[src/rtl/ksa_swap_fsm_pkg.sv]
// ksa_swap_fsm_pkg: shared RC4 types, sizes and KSA state encoding
package ksa_swap_fsm_pkg;
  localparam int KEY_LENGTH = 3;
  localparam int KEY_WIDTH = 8 * KEY_LENGTH;
  localparam int MEM_DEPTH = 256;
  localparam int KI_W = (KEY_LENGTH > 1) ? $clog2(KEY_LENGTH) : 1;
  typedef logic [7:0] byte_t;
  typedef logic [KI_W-1:0] key_idx_t;
  typedef enum logic [3:0] {
    IDLE, RD_I, WT_I, LAT_I, RD_J, WT_J, LAT_J, WR_I, WR_J, NEXT, DONE
  } ksa_state_t;
endpackage

[src/rtl/ksa_swap_fsm_key_sel.sv]
// ksa_key_sel: picks key byte k from the latched key, byte 0 in the MSBs
module ksa_key_sel
  import ksa_swap_fsm_pkg::*;
(
  input  logic [KEY_WIDTH-1:0] key,
  input  key_idx_t             k,
  output byte_t                keybyte
);
  always_comb begin
    keybyte = '0;
    for (int n = 0; n < KEY_LENGTH; n++)
      if (k == key_idx_t'(n)) keybyte = key[KEY_WIDTH-1-8*n -: 8];
  end
endmodule

[src/rtl/ksa_swap_fsm.sv]
// ksa_swap_fsm: RC4 key-scheduling swap pass over a single-port 256x8 S-memory
module ksa_swap_fsm
  import ksa_swap_fsm_pkg::*;
(
  input  logic                 clk,
  input  logic                 reset_n,
  input  logic                 start_ksa,
  input  logic [KEY_WIDTH-1:0] secret_key,
  input  logic [7:0]           q,
  output logic [7:0]           address,
  output logic [7:0]           data,
  output logic                 wren,
  output logic                 finish
);
  ksa_state_t state;
  byte_t i, j, si, kb, jn;
  key_idx_t k;
  logic [KEY_WIDTH-1:0] key_l;
  ksa_key_sel u_key_sel (.key(key_l), .k(k), .keybyte(kb));
  assign jn = j + q + kb;
  always_ff @(posedge clk) begin
    if (!reset_n) begin
      state <= IDLE;
      i <= '0;
      j <= '0;
      k <= '0;
      si <= '0;
      key_l <= '0;
      address <= '0;
      data <= '0;
      wren <= 1'b0;
      finish <= 1'b0;
    end else begin
      unique case (state)
        IDLE, DONE:
          if (start_ksa) begin
            key_l <= secret_key;
            i <= '0;
            j <= '0;
            k <= '0;
            address <= '0;
            wren <= 1'b0;
            finish <= 1'b0;
            state <= RD_I;
          end else finish <= (state == DONE);
        RD_I: state <= WT_I;
        WT_I: state <= LAT_I;
        LAT_I: begin
          si <= q;
          j <= jn;
          address <= jn;
          state <= RD_J;
        end
        RD_J: state <= WT_J;
        WT_J: state <= LAT_J;
        LAT_J: begin
          address <= i;
          data <= q;
          wren <= 1'b1;
          state <= WR_I;
        end
        WR_I: begin
          address <= j;
          data <= si;
          state <= WR_J;
        end
        WR_J: begin
          wren <= 1'b0;
          state <= NEXT;
        end
        NEXT:
          if (i == byte_t'(MEM_DEPTH - 1)) state <= DONE;
          else begin
            i <= i + 8'd1;
            k <= (k == key_idx_t'(KEY_LENGTH - 1)) ? '0 : k + 1'b1;
            address <= i + 8'd1;
            state <= RD_I;
          end
        default: state <= IDLE;
      endcase
    end
  end
endmodule

[config.mk]
export PLATFORM = sky130hd
export DESIGN_NAME = ksa_swap_fsm
export DESIGN_NICKNAME = d
export VERILOG_FILES = /design/src/rtl/ksa_swap_fsm_pkg.sv /design/src/rtl/ksa_swap_fsm_key_sel.sv /design/src/rtl/ksa_swap_fsm.sv
export SDC_FILE = /design/constraint.sdc
export NUM_CORES = 1
export LEC_CHECK = 0
export BUFFER_PORTS_ARGS = -buffer_cell sky130_fd_sc_hd__buf_2
export CORE_MARGIN = 3
export CORE_UTILIZATION = 50
export CTS_BUF_LIST = sky130_fd_sc_hd__clkbuf_2 sky130_fd_sc_hd__clkbuf_4 sky130_fd_sc_hd__clkbuf_8
export DETAILED_ROUTE_END_ITERATION = 6
export GPL_ROUTABILITY_DRIVEN = 1
export MAX_ROUTING_LAYER = met4
export PLACE_DENSITY = 0.81
export SYNTH_ARGS = -nofsm -noshare
export SYNTH_HDL_FRONTEND = slang
export SYNTH_SLANG_ARGS = --single-unit
[constraint.sdc]
create_clock -name clk -period 6.25 [get_ports clk]
set_input_delay 1.5625 -clock clk [delete_from_list [all_inputs] [get_ports clk]]
set_output_delay 1.5625 -clock clk [all_outputs]
set_load 0.005 [all_outputs]
# Yosys cells after proc, flatten, opt, wreduce, memory -nomap -nowiden
# Cells that the tools add are included.
dict set report word_totals {
  ff_bits 72
  output_inout_bits 18
}
dict set report classes {
  addsub 4
  n_eq_ne 15
  muxes 19
  reduce_logical 13
}
# op count
set ops {}
lappend ops {{case mux 8 bit (2 select lines)} 3}
lappend ops {{two-way mux 8 bit} 5}
lappend ops {{case mux 4 bit (10 select lines)} 1}
lappend ops {{case mux 8 bit (5 select lines)} 1}
lappend ops {{adder 8 bit} 2}
lappend ops {{== test 4 x 3 -> 1 bit, second input constant} 4}
lappend ops {{== test 4 bit, second input constant} 3}
lappend ops {{adder 8 x 1 -> 8 bit, second input constant} 1}
lappend ops {{== test 4 x 2 -> 1 bit, second input constant} 2}
lappend ops {{== test 8 bit, second input constant} 1}
lappend ops {{two-way mux 4 bit} 2}
lappend ops {{two-way mux 2 bit} 3}
lappend ops {{AND reduction 2 bit} 3}
lappend ops {{AND reduction 3 bit} 2}
lappend ops {{nonzero test 2 bit} 3}
lappend ops {{nonzero test 5 bit} 1}
lappend ops {{== test 4 x 1 -> 1 bit, second input constant} 1}
lappend ops {{logical NOT 4 bit} 1}
lappend ops {{inequality test 2 bit, second input constant} 2}
lappend ops {{case mux 2 bit (2 select lines)} 1}
lappend ops {{case mux 1 bit (3 select lines)} 1}
lappend ops {{nonzero test 3 bit} 1}
lappend ops {{adder 2 x 1 -> 2 bit, second input constant} 1}
lappend ops {{== test 2 x 1 -> 1 bit, second input constant} 1}
lappend ops {{4 further kinds} 5}

# Longest topological paths before layout
dict set report depth {
  ltp_word 6
  depth_mapped 15
}

# Hierarchy
# From an unflattened synthesis, not the netlist that was laid out.
dict set report unflattened {
  cells_unflattened 458
  hier_area_um2 3844.9
}
# mod n_inst cells_per_inst area_per_inst_um2
set modules_own_cells {}
lappend modules_own_cells {ksa_swap_fsm 1 438 3647.2}
lappend modules_own_cells {ksa_key_sel 1 20 197.7}

# Worst setup path before layout
# No wires, ideal clock.
dict set report synth_timing {
  path_type {in2reg}
  from {input port q[1]}
  to {register address[5]}
  setup_time_ps 124
  arrival_time_ps 3459
  path_slack_ps 2667
  path_stages 12
  n_path_buf 0
  path_cell_list {inv_1 -> fa_1 -> inv_1 -> ha_1 -> inv_1 -> fa_1 -> inv_1 -> a21o_1 -> a21oi_1 -> xnor2_1 -> a221oi_1 -> o21ai_1}
}
dict set report synth_between {
  elab_chain_len 3
}
# item line
set synth_rtl {}
lappend synth_rtl {{start: declaration} ksa_swap_fsm.sv:9} ;# input logic [7:0] q,
lappend synth_rtl {{adder 8 bit (2 in a row)} ksa_swap_fsm.sv:20} ;# assign jn = j + q + kb;
lappend synth_rtl {{case mux 8 bit (5 select lines)} ksa_swap_fsm.sv:34} ;# unique case (state)
lappend synth_rtl {{end signal: assignment} ksa_swap_fsm.sv:51} ;# address <= jn;
lappend synth_rtl {{end signal: assignment} ksa_swap_fsm.sv:57} ;# address <= i;
lappend synth_rtl {{end signal: assignment} ksa_swap_fsm.sv:63} ;# address <= j;
lappend synth_rtl {{end: declaration} ksa_swap_fsm.sv:10} ;# output logic [7:0] address,
# No other way between the ends.
# A chain may end at the register's enable or synchronous reset.

# Worst setup path in the final report
# Same ends and word-level chain as after synthesis.

==> results.cfg <==
[synthesis]
syn_inst = 456
synth_seq_area_share = 0.394
yosysTopAreaCell = dfxtp_1
ys_ff_latch = 72
synth_edf_count = 0
synth_area_mm2 = 0.00366
synthArstFlopShare = 0
synth_xor_area_frac = 0.0263
synth_top_area_frac = 0.394
synthMuxAreaShare = 0.0581
syn_nets = 506
synthSimpleGateAreaFrac = 0.206
synth_area_leaders = dfxtp_1 (39%), nand2_1 (11%), a21oi_1 (8.2%)
synth_top_family_by_area = simple AND/OR/NAND/NOR gates
yosys_most_used_dff = dfxtp_1
synth_adder_area_share = 0.0677
syn_avg_cell_area_um2 = 8.03
ys_types = 50
yosys_warnings = 0
synth_compound_area_frac = 0.204

[grt]
grt_usage = 0.223
grt_pass1_wl_um = 14600
grt_max_degree = 70
antenna_found_initial = 0
grt_overflow = 0
grt_pass1_vias = 3084

[route]
drc = 0
vias = 3398
drt_wl_total_um = 8750
vias_per_cell = 5.72
postRouteAntennaNets = 0
avgRoutedWirePerCell_um = 14.7
dr.pass1.iters = 5
drt_iter0_markers = 333

[critical_path]
cp-start-kind = primary input
rr_worst_depth = 13
path_delay_family = adder cells
cp.required_ps = 6490
crit_type = primary input to flip-flop
end_kind = flip-flop
slowest_stage = fa_1
arrival_ps = 3770
timing.critical_path.cells = buf_2 -> inv_1 -> fa_1 -> inv_1 -> ha_1 -> inv_1 -> fa_1 -> inv_1 -> a21o_1 -> a21oi_1 -> xnor2_1 -> a221oi_1 -> o21ai_1
cp_common_cell = inv_1
cpPeakStageDelay_ps = 490
crit_cells = 13
worst-path-buf-inv = 5
crit_path_max_fanout = 3
rrSetupSlack_ps = 2910

[status]
status = finished, final reports clean

[clocking]
clkLatencyLatePin_ps = 350
cts.clk_slew.worst_paths_ps = 80
clockBufferDepth = 2
postCtsHoldBufs = 0
cts_setup_buffers = 0
htreeDepth = 3
tritoncts = built
cts.sinks = 72
cts_root_buf = clkbuf_8
ctsResizeCount = 0
cts_made_buffers = 9

[power_and_ir_drop]
internal-power_uw = 734
switching_share = 0.284
p_leak_nw = 1.61
p_switching_uw = 290
comb_power_share = 0.158
powerDensity_mw_per_mm2 = 248
seqPwrFrac = 0.479
irDropWorstVdd_uv = 109
p_clk_frac = 0.363

[timing]
fin_crit_ps = 3530
finalSetupViolations = 0
clock.fmax_mhz = 284
tightestPinTransition_ps = 1110
finalHoldViolations = 0
rsz0062_at_grt = false
drv_slew = 0
final.setup.tns_ps = 0
slew_headroom = 0.257
min_period_over_period = 0.564
clock_skew_ps = 5.80

[floorplan]
die_h_um = 91.6
start_util = 0.527
num_rows = 30
dieWidth_um = 91.6
coreArea_mm2 = 0.00694
die_area_mm2 = 0.00839
pin_count = 53

[layout]
multi_input_area_mm2 = 0.00206
layout_common_cells = nand2_1 (105), dfxtp_1 (72), a21oi_1 (60), buf_2 (52), nor2_1 (35)
seq_area_mm2 = 0.00144
final_common_cell = nand2_1
final_area_mm2 = 0.00414
n_antenna_cell = 0
final_nets = 543
area_delta_synth_final_pct = 13.0
drive_gt1_frac = 0.151
fill_cells = 609

[flow_run]
maxCapViolCount = 0

[place]
port-buffer-count = 52
dpl.hpwl_um = 5960
routabilityCongestion = 0.942
place_area_mm2 = 0.00394

[hold_path]
whs_path_depth = 2
worstHoldPathType = flip-flop to flip-flop
## cells by family (layout without fill, tap and decap cells)
family	count (synthesis)	count (layout)
DFF	72	72
AOI/OAI and AO/OA	122	122
buffers and inverters	40	82
muxes	21	21
adders and majority gates	15	15
and+or+nand+nor	175	175
xor gates and xnor gates	11	11
## flip-flops by register name, summed over array words and instances (netlist names)
signal,count
finish,1
data,8
state,4
si,8
key_l,24
i,8
wren,1
j,8
k,2
address,8
## metal layers
metal	global-route usage	routed length [um]	up-vias
li1	-	-	1652
met1	0.281	3600	1570
met2	0.330	4240	154
met3	0.0646	691	22
met4	0.0992	215	0
met5	-	0	-
## per-stage QoR
step | std cells | util | hold WS (ps) | total power, mW | worst slack, ps
floorplan | 456 | - | 436 | 0.620 | 2670
global placement | 578 | 0.568 | 442 | 0.658 | 2470
detailed placement | 578 | 0.568 | 447 | 0.662 | 2370
CTS | 594 | 0.596 | 457 | 1.03 | 2720
global route | 594 | 0.596 | 474 | 1.07 | 2600
finish | 594 | 0.596 | 455 | 1.02 | 2720
## Yosys cell counts, types with 3 or more instances
cell,instances
nand3_1,6
a22oi_1,7
and2_1,4
or3_1,3
clkbuf_1,20
nand2b_1,3
dfxtp_1,72
fa_1,8
nand4_1,3
xnor2_1,8
xor2_1,3
a21o_1,3
a21oi_1,60
o21ai_1,4
buf_2,5
mux2i_1,19
nor2_1,35
a211oi_1,10
buf_1,3
nor3_1,5
ha_1,7
o21ai_0,18
inv_1,10
nand2_1,105
## worst register-to-register path: stages, from the launching register on
cell and delay (ps):
dfxtp_1 710, nor2b_1 280, a21oi_1 250, fa_1 450, inv_1 70, ha_1 180
inv_1 60, fa_1 400, inv_1 110, a21o_1 110, a21oi_1 70, xnor2_1 150
a221oi_1 280, o21ai_1 100
## area by class of cell
class                      count  share of cell area
multi-input combinational    344               0.497
sequential                    72               0.348
tap                           96              0.0290
inverter                      11             0.00998
timing repair buffer          55              0.0683
clock buffer                  10              0.0333
clock inverter                 6              0.0142
## worst paths after layout
check / start / end
setup / recovery: q[1] / address[5]
hold / removal: key_l[4] / key_l[4]
hold reg to reg: key_l[4] / key_l[4]
setup reg to reg: k[1] / address[5]
## power by group through the flow
stage | Combinational [mW] | Sequential [mW] | Clock (mW)
2_1_floorplan | 0.125 | 0.496 | 0
3_3_place_gp | 0.157 | 0.501 | 0
3_5_place_dp | 0.160 | 0.502 | 0
4_1_cts | 0.161 | 0.491 | 0.375
5_1_grt | 0.182 | 0.494 | 0.397
6_report | 0.162 | 0.491 | 0.371
No activity file was read; power rests on OpenSTA's default activity.
